--- src/rtl/colorbar_pattern_gen_if.sv ---
// Parallel-video output bundle: data enable, RGB888 pixel and the two syncs.
// The pattern generator drives it through the master modport. A sink such as
// the DSI bridge or a checker reads it through the slave modport.
interface colorbar_pattern_gen_if;
    logic        lv;
    logic [23:0] data;
    logic        vsync;
    logic        hsync;

    modport master (output lv, output data, output vsync, output hsync);
    modport slave  (input  lv, input  data, input  vsync, input  hsync);
endinterface

--- src/rtl/colorbar_pattern_gen.sv ---
// Free-running raster timing generator with an RGB888 test pattern.
// The pattern is either 8 vertical colour bars (mode=1) or a horizontal grey ramp (mode=0).
// Every output is registered from the counter state, so the outputs lag the counters by one clock.
module colorbar_pattern_gen #(
    parameter int h_active      = 480,
    parameter int h_total       = 800,
    parameter int v_active      = 800,
    parameter int v_total       = 830,
    parameter int H_FRONT_PORCH = 120,
    parameter int H_SYNCH       = 96,
    parameter int V_FRONT_PORCH = 40,
    parameter int V_SYNCH       = 5,
    parameter bit mode          = 1'b1
) (
    input  logic                    m148_5_clk,
    input  logic                    rstn,
    colorbar_pattern_gen_if.master  vid
);

    // Sync pulses start after the front porch. They are pulled earlier when
    // the porch would push the pulse past the end of the line or frame.
    localparam int HS0_I = (h_active + H_FRONT_PORCH < h_total - H_SYNCH) ?
                           (h_active + H_FRONT_PORCH) : (h_total - H_SYNCH);
    localparam int VS0_I = (v_active + V_FRONT_PORCH < v_total - V_SYNCH) ?
                           (v_active + V_FRONT_PORCH) : (v_total - V_SYNCH);

    localparam logic [11:0] H_ACT    = 12'(h_active);
    localparam logic [11:0] H_LAST   = 12'(h_total - 1);
    localparam logic [11:0] V_ACT    = 12'(v_active);
    localparam logic [11:0] V_LAST   = 12'(v_total - 1);
    localparam logic [11:0] HS0      = 12'(HS0_I);
    localparam logic [11:0] HS1      = 12'(HS0_I + H_SYNCH);
    localparam logic [11:0] VS0      = 12'(VS0_I);
    localparam logic [11:0] VS1      = 12'(VS0_I + V_SYNCH);
    localparam logic [11:0] BAR_LAST = 12'(h_active / 8 - 1);

    logic [11:0] hcnt;
    logic [11:0] vcnt;
    logic [11:0] bar_pos;   // pixel offset inside the current bar
    logic [2:0]  bar_idx;   // current bar; stays at 7 for remainder pixels

    logic        lv_d,    lv_q;
    logic        hsync_d, hsync_q;
    logic        vsync_d, vsync_q;
    logic [23:0] data_d,  data_q;

    function automatic logic [23:0] bar_color(input logic [2:0] idx);
        case (idx)
            3'd0:    bar_color = 24'hFFFFFF;  // white
            3'd1:    bar_color = 24'hFFFF00;  // yellow
            3'd2:    bar_color = 24'h00FFFF;  // cyan
            3'd3:    bar_color = 24'h00FF00;  // green
            3'd4:    bar_color = 24'hFF00FF;  // magenta
            3'd5:    bar_color = 24'hFF0000;  // red
            3'd6:    bar_color = 24'h0000FF;  // blue
            default: bar_color = 24'h000000;  // black
        endcase
    endfunction

    // Raster counters. The line wraps into the next line and the last line wraps the frame.
    // NOTE: sequential state uses non-blocking assignments, so every register samples the pre-edge values.
    always_ff @(posedge m148_5_clk or negedge rstn) begin
        if (!rstn) begin
            hcnt <= '0;
            vcnt <= '0;
        end else if (hcnt == H_LAST) begin
            hcnt <= '0;
            vcnt <= (vcnt == V_LAST) ? 12'd0 : vcnt + 12'd1;
        end else begin
            hcnt <= hcnt + 12'd1;
        end
    end

    // Bar tracker. It follows hcnt and replaces a runtime divide by BAR_W.
    // It restarts with every line.
    always_ff @(posedge m148_5_clk or negedge rstn) begin
        if (!rstn) begin
            bar_pos <= '0;
            bar_idx <= '0;
        end else if (hcnt == H_LAST) begin
            bar_pos <= '0;
            bar_idx <= '0;
        end else if (bar_idx != 3'd7) begin
            if (bar_pos == BAR_LAST) begin
                bar_pos <= '0;
                bar_idx <= bar_idx + 3'd1;
            end else begin
                bar_pos <= bar_pos + 12'd1;
            end
        end
    end

    // Decode the next output values from the current counter state.
    // NOTE: every signal gets a default first, so this block cannot infer a latch.
    always_comb begin
        lv_d    = (hcnt < H_ACT) && (vcnt < V_ACT);
        hsync_d = (hcnt >= HS0) && (hcnt < HS1);
        vsync_d = (vcnt >= VS0) && (vcnt < VS1);
        data_d  = 24'h0;
        if (lv_d) begin
            if (mode) data_d = bar_color(bar_idx);
            else      data_d = {3{hcnt[7:0]}};
        end
    end

    // Output register. This gives one clock of latency, and reset clears the outputs at once.
    always_ff @(posedge m148_5_clk or negedge rstn) begin
        if (!rstn) begin
            lv_q    <= 1'b0;
            hsync_q <= 1'b0;
            vsync_q <= 1'b0;
            data_q  <= 24'h0;
        end else begin
            lv_q    <= lv_d;
            hsync_q <= hsync_d;
            vsync_q <= vsync_d;
            data_q  <= data_d;
        end
    end

    assign vid.lv    = lv_q;
    assign vid.hsync = hsync_q;
    assign vid.vsync = vsync_q;
    assign vid.data  = data_q;

endmodule

--- src/flat_wrapper.sv ---
// flat-port wrapper written by rule: the top's interface ports become plain ports
module colorbar_pattern_gen_flat 
#(
    parameter int h_active      = 480,
    parameter int h_total       = 800,
    parameter int v_active      = 800,
    parameter int v_total       = 830,
    parameter int H_FRONT_PORCH = 120,
    parameter int H_SYNCH       = 96,
    parameter int V_FRONT_PORCH = 40,
    parameter int V_SYNCH       = 5,
    parameter bit mode          = 1'b1
)
  (m148_5_clk, rstn, vid_lv, vid_data, vid_vsync, vid_hsync);
  colorbar_pattern_gen_if vid_i ();
  input  logic m148_5_clk;
  input  logic rstn;
  output wire logic [$bits(vid_i.lv)-1:0] vid_lv;
  output wire logic [$bits(vid_i.data)-1:0] vid_data;
  output wire logic [$bits(vid_i.vsync)-1:0] vid_vsync;
  output wire logic [$bits(vid_i.hsync)-1:0] vid_hsync;
  assign vid_lv = vid_i.lv;
  assign vid_data = vid_i.data;
  assign vid_vsync = vid_i.vsync;
  assign vid_hsync = vid_i.hsync;
  colorbar_pattern_gen #(.h_active(h_active), .h_total(h_total), .v_active(v_active), .v_total(v_total), .H_FRONT_PORCH(H_FRONT_PORCH), .H_SYNCH(H_SYNCH), .V_FRONT_PORCH(V_FRONT_PORCH), .V_SYNCH(V_SYNCH), .mode(mode)) u_core (.m148_5_clk(m148_5_clk), .rstn(rstn), .vid(vid_i));
endmodule
--- config.mk ---
export PLATFORM = sky130hd
export DESIGN_NAME = colorbar_pattern_gen_flat
export DESIGN_NICKNAME = d
export VERILOG_FILES = /design/src/rtl/colorbar_pattern_gen_if.sv /design/src/rtl/colorbar_pattern_gen.sv /design/src/flat_wrapper.sv
export SDC_FILE = /design/constraint.sdc
export NUM_CORES = 1
export LEC_CHECK = 0
export ABC_AREA = 1
export ABC_CLOCK_PERIOD_IN_PS = 1600
export CAP_MARGIN = 20
export CELL_PAD_IN_SITES_DETAIL_PLACEMENT = 0
export CELL_PAD_IN_SITES_GLOBAL_PLACEMENT = 1
export CORE_MARGIN = 2
export CORE_UTILIZATION = 42
export DETAILED_ROUTE_END_ITERATION = 8
export PLACE_DENSITY = 0.86
export SETUP_SLACK_MARGIN = 0.3
export SYNTH_ARGS = -nofsm -noshare
export SYNTH_HDL_FRONTEND = slang
export SYNTH_SLANG_ARGS = --single-unit
--- constraint.sdc ---
create_clock -name m148_5_clk -period 1.6 [get_ports m148_5_clk]
set_input_delay 0.32 -clock m148_5_clk [delete_from_list [all_inputs] [get_ports m148_5_clk]]
set_output_delay 0.32 -clock m148_5_clk [all_outputs]
set_load 0.005 [all_outputs]
### Word-level counts from Yosys, hierarchy flattened

Cells that the tools add are included.

* word-level logic and storage cells: 45
* bits in registers: 66
* input port bits: 2

* order comparisons: 6
* add/subtract/negate cells: 4
* equal/unequal tests: 10
* multiplexer cells: 10
* reductions and logical operators: 7

Operator list (count)
* one-hot mux 24 bit (7 select lines): 1
* two-way mux 12 bit: 5
* adder 12 x 1 -> 12 bit, second input constant: 3
* less-than comparator 12 x 10 -> 1 bit, second input constant: 3
* equality test 12 x 10 -> 1 bit, second input constant: 2
* greater-or-equal comparator 12 x 10 -> 1 bit, second input constant: 2
* two-way mux 24 bit: 1
* equality test 12 x 6 -> 1 bit, second input constant: 1
* less-than comparator 12 x 9 -> 1 bit, second input constant: 1
* equality test 3 bit, second input constant: 3
* two-way mux 3 bit: 3
* equality test 3 x 2 -> 1 bit, second input constant: 2
* nonzero test 2 bit: 2
* adder 3 x 1 -> 3 bit, second input constant: 1
* equality test 3 x 1 -> 1 bit, second input constant: 1
* logical AND 1 bit: 3
* logical NOT 3 bit: 1
* != test 3 bit, second input constant: 1
* AND reduction 2 bit: 1

### Depth between registers and ports, before layout

Gate-level depths: netlist of the first run.

* word-level depth: 4
* mapped depth: 9

### Worst setup path after synthesis of the first run

OpenSTA, ideal clock, no wires.

* path kind: register to register
* from: reg u_core.hcnt[0]
* to: reg u_core.bar_pos[10]
* setup time: 0.122 ns
* required time: 1.478 ns
* stages on the path, launching flop included: 10
* buffers on the path: 1
* arrival: 1.220 ns
* clock period less this slack: 1.342 ns
* setup slack: 0.258 ns
* cell sequence: dfrtp_1 > ha_1 > nand2_2 > nor2_4 > nand3_4 > nand2_4 > inv_2 > buf_6 > nand2_1 > o21ai_1

* longest elaborated chain between the ends: 2
* elaborated cells on any way between the ends: 3
* those cells by class: eq/ne (1); mux (1); reduce/logical (1)

Ends and longest elaborated chain
* start, declared: line colorbar_pattern_gen.sv:37 `logic [11:0] hcnt;`
* start signal, assigned: line colorbar_pattern_gen.sv:70 `hcnt <= hcnt + 12'd1;`
* equality test 12 x 10 -> 1 bit (*): line colorbar_pattern_gen.sv:80 `end else if (hcnt == H_LAST) begin`
* two-way mux 12 bit or nonzero test 2 bit (tied branches)
* end signal, assigned: line colorbar_pattern_gen.sv:88 `bar_pos <= bar_pos + 12'd1;`
* end, declared: line colorbar_pattern_gen.sv:39 `logic [11:0] bar_pos;`

Every way passes the cells marked *; elsewhere a longest branch is shown, timed or not.
A chain may end at the register's enable or synchronous reset.

### Worst setup path after layout of the first run

* from: reg u_core.hcnt[0]
* to: reg u_core.bar_idx[2]

* longest elaborated chain between the ends: 3
* elaborated cells on any way between the ends: 5
* those cells by class: eq/ne (1); mux (1); reduce/logical (3)

Ends and longest elaborated chain
* equality test 12 x 10 -> 1 bit (*): line colorbar_pattern_gen.sv:80
* nonzero test 2 bit (no line)
* AND reduction 2 bit (no line)
* end signal, assigned: line colorbar_pattern_gen.sv:86 `bar_idx <= bar_idx + 3'd1;`
* end, declared: line colorbar_pattern_gen.sv:40 `logic [2:0] bar_idx;`

Marks and branches as above.

==> results.json, run 1 <==
{
  "yosysWarnings": 0,
  "reg2reg_slack_ps": 130,
  "arrival_ps": 1670,
  "synthMuxAreaShare_pct": 0,
  "drive_gt1_share_pct": 38.8,
  "power_frac_seq_pct": 54.7,
  "synthDistinctLibCells": 29,
  "power.internal_uw": 1650,
  "first_global_vias": 2456,
  "die_area_mm2": 0.00762,
  "synth_compound_area_share_pct": 5.63,
  "drt_wl_total_um": 6900,
  "grtUsageTotal_pct": 18.5,
  "die_x_um": 87.3,
  "grt_overflow": 0,
  "fmax_ghz": 0.679,
  "startpoint": "u_core.hcnt[0]",
  "ys_seq_area_share_pct": 38.7,
  "wl_per_cell_um": 13.1,
  "synthSimpleGateAreaFrac_pct": 33.3,
  "cts.htree.levels": 2,
  "p_comb_share_pct": 1.5,
  "ant_nets": 0,
  "cp.required_ps": 1800,
  "place.gp.congestion": 0.837,
  "cellLeakagePower_uw": 0.00194,
  "grt_pass1_wl_um": 11200,
  "cts_tree": "done",
  "grt_max_degree": 31,
  "maxCapViolations": 0,
  "crit_fanout": 5,
  "syn_area_per_cell_um2": 7.41,
  "rsz0062_at_grt": "yes",
  "end_kind": "flip-flop",
  "vias_per_cell": 5.01,
  "drt_first_pass_iters": 4,
  "clk-insertion-delay-late_ps": 310,
  "nets": 461,
  "worstMarginPinSlew_ps": 401,
  "finalClockSkew_ps": 13.4,
  "p_per_area_mw_per_mm2": 523,
  "syn_to_final_growth_pct": 36.4,
  "core_area_mm2": 0.00676,
  "worst_r2r_path_depth": 9,
  "vdd_drop_max_v": 0.000282,
  "min_period_over_period_pct": 92.0,
  "cts_buffer_depth": 2,
  "p_sw_share_pct": 20.4,
  "final_common_cell": "nand2_1",
  "drc": 0,
  "hold_viol_final": 0,
  "dieHeight_um": 87.3,
  "drtIter0Drc": 110,
  "cts_root_buf": "clkbuf_8",
  "start_util_pct": 43.1,
  "cp-start-kind": "flip-flop",
  "clockPowerShare_pct": 43.8,
  "netlist_area_mm2": 0.00291,
  "antenna_found_initial": 0,
  "num-fill-cells": 589,
  "multiInputGateArea_mm2": 0.00171,
  "syn_inst": 393,
  "holdCritPathClass": "in2async",
  "p_total_uw": 2080,
  "status": "complete, no violations",
  "fin_tns_setup_ps": 0,
  "final_max_slew_viol_count": 0,
  "synth_top_family_by_area": "simple AND/OR/NAND/NOR gates",
  "clk_pin_slew_ps": 90,
  "p_switching_uw": 424,
  "portBuffers": 28,
  "max_slew_margin_pct": 73.3,
  "final_cell_mix": "nand2_1, inv_1, dfrtp_1, buf_6, nor2_1",
  "worstReg2RegStart": "u_core.hcnt[0]",
  "post-route-min-period_ps": 1470,
  "final_util_pct": 58.8,
  "antenna_cells": 0,
  "synthXorXnorAreaFrac_pct": 3.31,
  "ff_latch_area_mm2": 0.00114,
  "syn_nets": 406,
  "setup_violations": 0,
  "regToRegEndpoint": "u_core.bar_idx[2]",
  "synth_seq_cells": 45,
  "dp_hpwl_um": 4340,
  "ios": 29,
  "numCtsBuffers": 5,
  "synthAdderAreaFrac_pct": 4.73,
  "via_count": 2650,
  "clock_sinks": 45,
  "rows": 30,
  "path_class": "reg2reg"
}
[kinds of logic after synthesis]
family	Yosys count
buffers and inverters	82
XOR/XNOR	11
AND/OR/NAND/NOR	214
flip-flops	45
AO/OA/AOI/OAI	30
adder cells (fa/ha/maj)	11
[critical path, cell delays in order, from the launching register on]
cell and delay (ps):
dfrtp_1 410, ha_4 170, nand2_4 70, nor2_4 120, nand3_2 90, nor2_4 210
buf_6 160, nor2_2 30, nand3_1 50, nand2_1 50
[worst max-delay path by stage]
| stage | slack [ps] | end | cells after the start |
|---|---|---|---|
| global route | 30 | u_core.bar_idx[2] | 9 |
| detailed placement | 140 | u_core.vcnt[8] | 8 |
| global placement | 180 | u_core.bar_pos[0] | 5 |
| CTS | 130 | vid_data[17] | 2 |
| floorplan | 280 | u_core.vcnt[6] | 8 |
| finish | 130 | u_core.bar_idx[2] | 9 |
[cell type report]
| cell class | instances | share of cell area, % |
|---|---|---|
| multi-input combinational | 267 | 43.1 |
| sequential | 45 | 28.6 |
| timing repair buffer | 72 | 16.8 |
| inverter | 56 | 5.73 |
| tap | 80 | 2.52 |
| clock buffer | 7 | 2.17 |
| clock inverter | 1 | 0.756 |
| timing repair inverter | 1 | 0.283 |
[synthesized netlist by cell type]
master / instances / share of area [%]
clkinv_1: 1 / 0.13
nor2_4: 3 / 1.2
nand2_1: 92 / 12
nand3_4: 1 / 0.60
o211ai_1: 1 / 0.26
buf_6: 4 / 1.5
nand3_2: 2 / 0.69
inv_2: 4 / 0.52
o22ai_1: 1 / 0.21
o21bai_1: 1 / 0.26
a21oi_1: 5 / 0.86
nor2_2: 3 / 0.64
nand2_2: 2 / 0.43
dfrtp_1: 45 / 39
buf_4: 21 / 5.4
ha_1: 11 / 4.7
nor2_1: 47 / 6.1
buf_2: 1 / 0.17
nor4_1: 1 / 0.21
nand3b_1: 1 / 0.26
o21ai_1: 7 / 1.2
nand2_4: 1 / 0.39
o21ai_0: 13 / 2.2
nor3_1: 7 / 1.2
inv_1: 51 / 6.6
nand4_1: 13 / 2.8
xor2_1: 11 / 3.3
o21ai_2: 2 / 0.60
nand3_1: 41 / 7.0
[power by group through the flow]
stage | logic (µW) | registers (µW) | clock network (µW)
2_1_floorplan | 0.000966 | 1160 | 0
6_report | 31.1 | 1140 | 910
3_5_place_dp | 31.2 | 1160 | 0
3_3_place_gp | 31.2 | 1160 | 0
4_1_cts | 33.2 | 1140 | 936
5_1_grt | 36.8 | 1140 | 1000
[repair_timing]
item	CTS	global route
cloned	4	0
pin swaps	22	18
hold buffers	1	0
endpoints found under the setup margin	61	65
endpoints found under the hold margin	15	0
resized for setup	152	80
setup buffers	23	10
[state kept, by name (all words and copies together) (netlist names)]
| register | flops |
|---|---|
| u_core.vid.hsync | 1 |
| u_core.vid.lv | 1 |
| u_core.bar_idx | 3 |
| u_core.hcnt | 12 |
| u_core.vid.data | 3 |
| u_core.vcnt | 12 |
| u_core.vid.vsync | 1 |
| u_core.bar_pos | 12 |
[metrics by stage]
stage                     worst slack (ps)  hold WS, ps  area (µm²)  instances
after floorplan                        282         24.4        2930        393
after global placement                 182          271        3170        483
after detailed placement               139          268        3170        483
after CTS                              134          468        3720        519
after global routing                  28.1          492        3970        529
final                                  127          460        3970        529
[per-layer routing]
| layer | part of all wire (%) | GRT usage, % | vias up |
|---|---|---|---|
| met5 | 0 | 0 | - |
| met4 | 1.3 | 6.43 | 0 |
| met3 | 4.1 | 3.70 | 8 |
| met2 | 49 | 30.6 | 54 |
| met1 | 45 | 24.2 | 1245 |
| li1 | - | - | 1343 |
Power figures use the tool's default switching activity.
==> run 2, diff against run 1 <==
--- a/config.mk
+++ b/config.mk
@@ -14,7 +14,6 @@
 export CORE_UTILIZATION = 42
 export DETAILED_ROUTE_END_ITERATION = 8
 export PLACE_DENSITY = 0.86
-export SETUP_SLACK_MARGIN = 0.3
 export SYNTH_ARGS = -nofsm -noshare
 export SYNTH_HDL_FRONTEND = slang
 export SYNTH_SLANG_ARGS = --single-unit
==> run 2 against run 1 <==
Non-clock buffer count decreased by 33. Setup slack got worse by 75 ps. Via count decreased by 7.6%. Sequential power about the same. Sequential cell count unchanged. Cell count decreased by 6.8%. Global-route usage decreased by 1.2 points. Clock power decreased by 7.8%. Sequential share of layout area increased by 5.5 points. Count of clock-buffer cells in the layout decreased by 2. Core utilization decreased by 9.6 points. Critical path depth decreased by 8. Critical path type is now reg2out. Critical endpoint is now vid_data[23]. Largest cell class unchanged. Largest power group unchanged. Highest routed layer unchanged.
==> results.json, run 2 (synthesized netlist as in run 1, its figures left out) <==
{
  "syn_to_final_growth_pct": 14.0,
  "first_global_vias": 2363,
  "dp_hpwl_um": 4620,
  "drtIter0Drc": 113,
  "worstMarginPinSlew_ps": 391,
  "cts.htree.levels": 2,
  "fin_tns_setup_ps": 0,
  "drt_wl_total_um": 6080,
  "crit_slowest_cell": "clkdlybuf4s50_1",
  "grt_overflow": 0,
  "finalClockSkew_ps": 8.91,
  "via_count": 2449,
  "place.gp.congestion": 0.847,
  "cp-start-kind": "flip-flop",
  "rsz0062_at_grt": "no",
  "dieHeight_um": 87.3,
  "final_common_cell": "nand2_1",
  "end_kind": "output pin",
  "min_period_over_period_pct": 96.7,
  "max_slew_margin_pct": 73.9,
  "portBuffers": 28,
  "grt_max_degree": 32,
  "cp_slowest_stage_delay_ps": 520,
  "vdd_drop_max_v": 0.000418,
  "start_util_pct": 43.1,
  "clock_sinks": 45,
  "hold_viol_final": 0,
  "grt_pass1_wl_um": 10700,
  "setup_violations": 0,
  "core_area_mm2": 0.00676,
  "dp.cells": 484,
  "final_cell_mix": "nand2_1, inv_1, nor2_1, nand3_1, dfrtp_1",
  "antenna_found_initial": 0,
  "cts_buffer_depth": 2,
  "cts_tree": "done",
  "ios": 29,
  "path_class": "reg2out",
  "die_area_mm2": 0.00762,
  "path_cells": "clkdlybuf4s50_1",
  "cp.required_ps": 1280,
  "crit_buf_inv": 1,
  "die_x_um": 87.3,
  "fmax_ghz": 0.646,
  "ant_nets": 0,
  "clk_pin_slew_ps": 80,
  "final_max_slew_viol_count": 0,
  "antenna_cells": 0,
  "rows": 30,
  "numCtsBuffers": 5,
  "wl_per_cell_um": 12.3,
  "clk-insertion-delay-late_ps": 300,
  "status": "complete, no violations",
  "cellLeakagePower_uw": 0.00163,
  "nets": 426,
  "largestRegisters": "u_core.bar_pos: 12 flops, u_core.hcnt: 12 flops, u_core.vcnt: 12 flops",
  "drive_gt1_share_pct": 10.4,
  "final_cells": 493,
  "maxCapViolations": 0,
  "p_per_area_mw_per_mm2": 604,
  "crit_fanout": 8,
  "grtUsageTotal_pct": 17.4,
  "post-route-min-period_ps": 1550,
  "vias_per_cell": 4.97,
  "drt_first_pass_iters": 4,
  "arrival_ps": 1230,
  "cp_top_family": "buffers and inverters",
  "drc": 0,
  "cts_root_buf": "clkbuf_8",
  "holdCritPathClass": "in2async"
}
-- run 2: changes by cell type in the layout (fill, tap and decap cells not counted), sizes merged --
| cell | previous run | this run |
|---|---|---|
| clkbuf | 16 | 5 |
| nand3 | 45 | 44 |
| clkdlybuf4s15 | 1 | 0 |
| buf | 59 | 11 |
| dlymetal6s2s | 0 | 6 |
| clkdlybuf4s50 | 0 | 21 |
| dlygate4sd2 | 2 | 0 |
-- run 2: layout make-up --
class                      instances  area (µm²)
sequential                        45        1130
multi-input combinational        266        1380
fill                             675        3430
clock buffer                       5        68.8
inverter                          56         210
tap                               80         100
clock inverter                     2        35.0
timing repair buffer              39         400
-- run 2: path summary, 6_finish.rpt --
check / slack [ps] / from / endpoint / depth (start not counted)
setup / recovery: 50 / u_core.vid.data[22] / vid_data[23] / 1
hold / removal: 470 / rstn / u_core.vcnt[8] / 2
setup reg to reg: 140 / u_core.hcnt[7] / u_core.bar_idx[1] / 7
hold reg to reg: 510 / u_core.hcnt[11] / u_core.hcnt[11] / 2
max in group asynchronous: 610 / rstn / u_core.vid.data[15] / 3
min in group m148_5_clk: 510 / u_core.hcnt[11] / u_core.hcnt[11] / 2
-- run 2: repair_timing --
item	4_1_cts	5_1_grt
gates resized for setup	3	10
setup buffers	0	1
pin swaps	0	0
hold endpoints to repair	14	0
setup endpoints to repair	24	28
hold buffers	1	0
-- run 2: per-layer routing --
| metal | GRT usage [%] | up-vias | wire, µm |
|---|---|---|---|
| met5 | 0 | - | 0 |
| met4 | 4.62 | 0 | 68 |
| met3 | 2.94 | 5 | 221 |
| met2 | 27.8 | 51 | 2750 |
| met1 | 24.4 | 1127 | 3040 |
| li1 | - | 1266 | - |
-- run 2: metrics by stage --
step	setup slack (ps)	total power, µW	hold WS (ps)	instance area [µm²]	utilization (%)
after global placement	134	1190	263	3170	47.0
final	52.6	2010	474	3320	49.2
after global routing	0.120	2080	509	3320	49.2
after detailed placement	105	1190	267	3170	47.0
after floorplan	258	1160	24.4	2910	-
after CTS	26.8	2030	471	3290	48.7
-- run 2: where the power goes --
group	internal, µW	total [µW]	switching (µW)
sequential	1140	1140	0
combinational	7.37	30.7	23.3
clock	454	839	384
==> run 3, diff against run 2 <==
--- a/config.mk
+++ b/config.mk
@@ -6,14 +6,14 @@
 export NUM_CORES = 1
 export LEC_CHECK = 0
 export ABC_AREA = 1
-export ABC_CLOCK_PERIOD_IN_PS = 1600
+export ABC_CLOCK_PERIOD_IN_PS = 1400
 export CAP_MARGIN = 20
 export CELL_PAD_IN_SITES_DETAIL_PLACEMENT = 0
 export CELL_PAD_IN_SITES_GLOBAL_PLACEMENT = 1
 export CORE_MARGIN = 2
-export CORE_UTILIZATION = 42
+export CORE_UTILIZATION = 38
 export DETAILED_ROUTE_END_ITERATION = 8
-export PLACE_DENSITY = 0.86
+export PLACE_DENSITY_LB_ADDON = 0.1
 export SYNTH_ARGS = -nofsm -noshare
 export SYNTH_HDL_FRONTEND = slang
 export SYNTH_SLANG_ARGS = --single-unit
==> constraint.sdc (replaced) <==
create_clock -name m148_5_clk -period 1.4 [get_ports m148_5_clk]
set_input_delay 0.28 -clock m148_5_clk [delete_from_list [all_inputs] [get_ports m148_5_clk]]
set_output_delay 0.28 -clock m148_5_clk [all_outputs]
set_load 0.005 [all_outputs]
==> run 3 against run 2 <==
The run now ends with setup timing left. Sequential share of layout area down 4.3 points. Register-to-register slack worse by 160 ps. Worst hold slack better by 12 ps.
==> results.json, run 3 (synthesized netlist as in run 1, its figures left out) <==
{
  "maxCapViolations": 0,
  "nets": 469,
  "holdCritPathClass": "in2async",
  "path_class": "reg2reg",
  "antenna_found_initial": 0,
  "arrival_ps": 1650,
  "drt_first_pass_iters": 4,
  "dp_hpwl_um": 4890,
  "setup_violations": 2,
  "place.gp.congestion": 0.843,
  "grt_pass1_wl_um": 11600,
  "clk_pin_slew_ps": 90,
  "grt_max_degree": 46,
  "first_global_vias": 2498,
  "grtUsageTotal_pct": 17.1,
  "setup_ws_ps": -21.9,
  "syn_to_final_growth_pct": 30.7,
  "drtIter0Drc": 144,
  "cp-start-kind": "flip-flop",
  "drt_wl_total_um": 6690,
  "worstReg2RegStart": "u_core.hcnt[0]",
  "vias_per_cell": 4.69,
  "ios": 29,
  "vdd_drop_max_v": 0.000360,
  "grt_overflow": 0,
  "cts_buffer_depth": 2,
  "rows": 31,
  "drive_gt1_share_pct": 27.1,
  "final_common_cell": "nand2_1",
  "multiInputGateArea_mm2": 0.00154,
  "final_max_slew_viol_count": 0,
  "numCtsBuffers": 5,
  "worstMarginPinSlew_ps": 304,
  "clk-insertion-delay-late_ps": 300,
  "startpoint": "u_core.hcnt[0]",
  "drc": 0,
  "portBuffers": 28,
  "crit_fanout": 3,
  "finalClockSkew_ps": 5.64,
  "post-route-min-period_ps": 1420,
  "violations": "setup timing",
  "fmax_ghz": 0.703,
  "path_cells": "ha_2 -> nand2_4 -> nor2_4 -> buf_4 -> buf_4 -> nand3_2 -> nor2_2 -> xor2_1",
  "ff_latch_area_mm2": 0.00113,
  "rsz0062_at_grt": "yes",
  "wl_per_cell_um": 12.0,
  "die_area_mm2": 0.00838,
  "hold_viol_final": 0,
  "antenna_cells": 0,
  "cts_root_buf": "clkbuf_8",
  "crit_slowest_cell": "dfrtp_1",
  "fin_tns_setup_ps": -31.8,
  "cts.htree.levels": 2,
  "cellLeakagePower_uw": 0.00186,
  "die_x_um": 91.6,
  "core_area_mm2": 0.00733,
  "min_period_over_period_pct": 102,
  "dieHeight_um": 91.6,
  "clock_sinks": 45,
  "cts_tree": "done",
  "via_count": 2606,
  "cp.required_ps": 1630,
  "final_cell_mix": "nand2_1, inv_1, buf_4, dfrtp_1, nor2_1",
  "fin_hold_ws_ps": 486,
  "p_per_area_mw_per_mm2": 670,
  "status": "complete, but fails checks",
  "cp_common_cell": "buf_4",
  "num-fill-cells": 724,
  "ant_nets": 0,
  "pre_cts_ws_ps": -81.0,
  "max_slew_margin_pct": 79.5,
  "end_kind": "flip-flop",
  "largestRegisters": "u_core.bar_pos: 12 flops, u_core.hcnt: 12 flops, u_core.vcnt: 12 flops",
  "start_util_pct": 39.7,
  "cp_slowest_stage_delay_ps": 370
}
-- run 3: worst max-delay path, delay by kind of cell, from the launching register on --
| kind | cells | cell delay [ps] |
|---|---|---|
| simple gates | 4 | 400 |
| buf+inv | 2 | 220 |
| flops | 1 | 370 |
| fa+ha+maj | 1 | 210 |
| xor+xnor | 1 | 140 |
-- run 3: layer usage --
| metal | GRT usage (%) | share of wire (%) | up-vias |
|---|---|---|---|
| li1 | - | - | 1355 |
| met2 | 27.1 | 47 | 45 |
| met1 | 23.7 | 49 | 1202 |
| met5 | 0 | 0 | - |
| met4 | 5.43 | 1.2 | 0 |
| met3 | 2.99 | 3.3 | 4 |
-- run 3: worst paths after layout --
path,to,slack (ps),cells after the start
worst max-delay path,u_core.vcnt[7],-20,8
worst min-delay path,u_core.hcnt[11],490,3
worst max register to register,u_core.vcnt[7],-20,8
worst min register to register,u_core.vcnt[11],540,2
max in group asynchronous,u_core.bar_pos[3],670,3
min in group m148_5_clk,u_core.vcnt[11],540,2
-- run 3: layout make-up --
type | count | share of cell area [%]
Multi-Input combinational cell | 266 | 40.3
Sequential cell | 45 | 29.7
Timing Repair Buffer | 81 | 17.1
Inverter | 56 | 5.72
Tap cell | 99 | 3.25
Clock buffer | 5 | 1.81
Clock inverter | 3 | 1.81
Timing Repair inverter | 1 | 0.296
-- run 3: power by group --
group	internal [µW]	switching [µW]	leakage (µW)
logic	8.73	27.0	0.00122
registers	1300	0	0.000576
clock network	719	497	0.0000687
total	2030	524	0.00186
-- run 3: repair_timing --
action | in CTS | in global routing
resized for setup | 43 | 56
endpoints found under the setup margin | 41 | 40
gates cloned | 0 | 1
endpoints found under the hold margin | 45 | 0
pin swaps | 0 | 5
hold buffers | 1 | 0
setup buffers | 4 | 3
-- run 3: through the flow --
| stage | cell area [µm²] | std cells | utilization, % | power, µW |
|---|---|---|---|---|
| after floorplan | 2910 | 393 | - | 1320 |
| after global placement | 3470 | 539 | 47.3 | 1360 |
| after detailed placement | 3470 | 539 | 47.3 | 1360 |
| after CTS | 3640 | 552 | 49.7 | 2580 |
| after global routing | 3810 | 556 | 51.9 | 2640 |
| final | 3810 | 556 | 51.9 | 2550 |
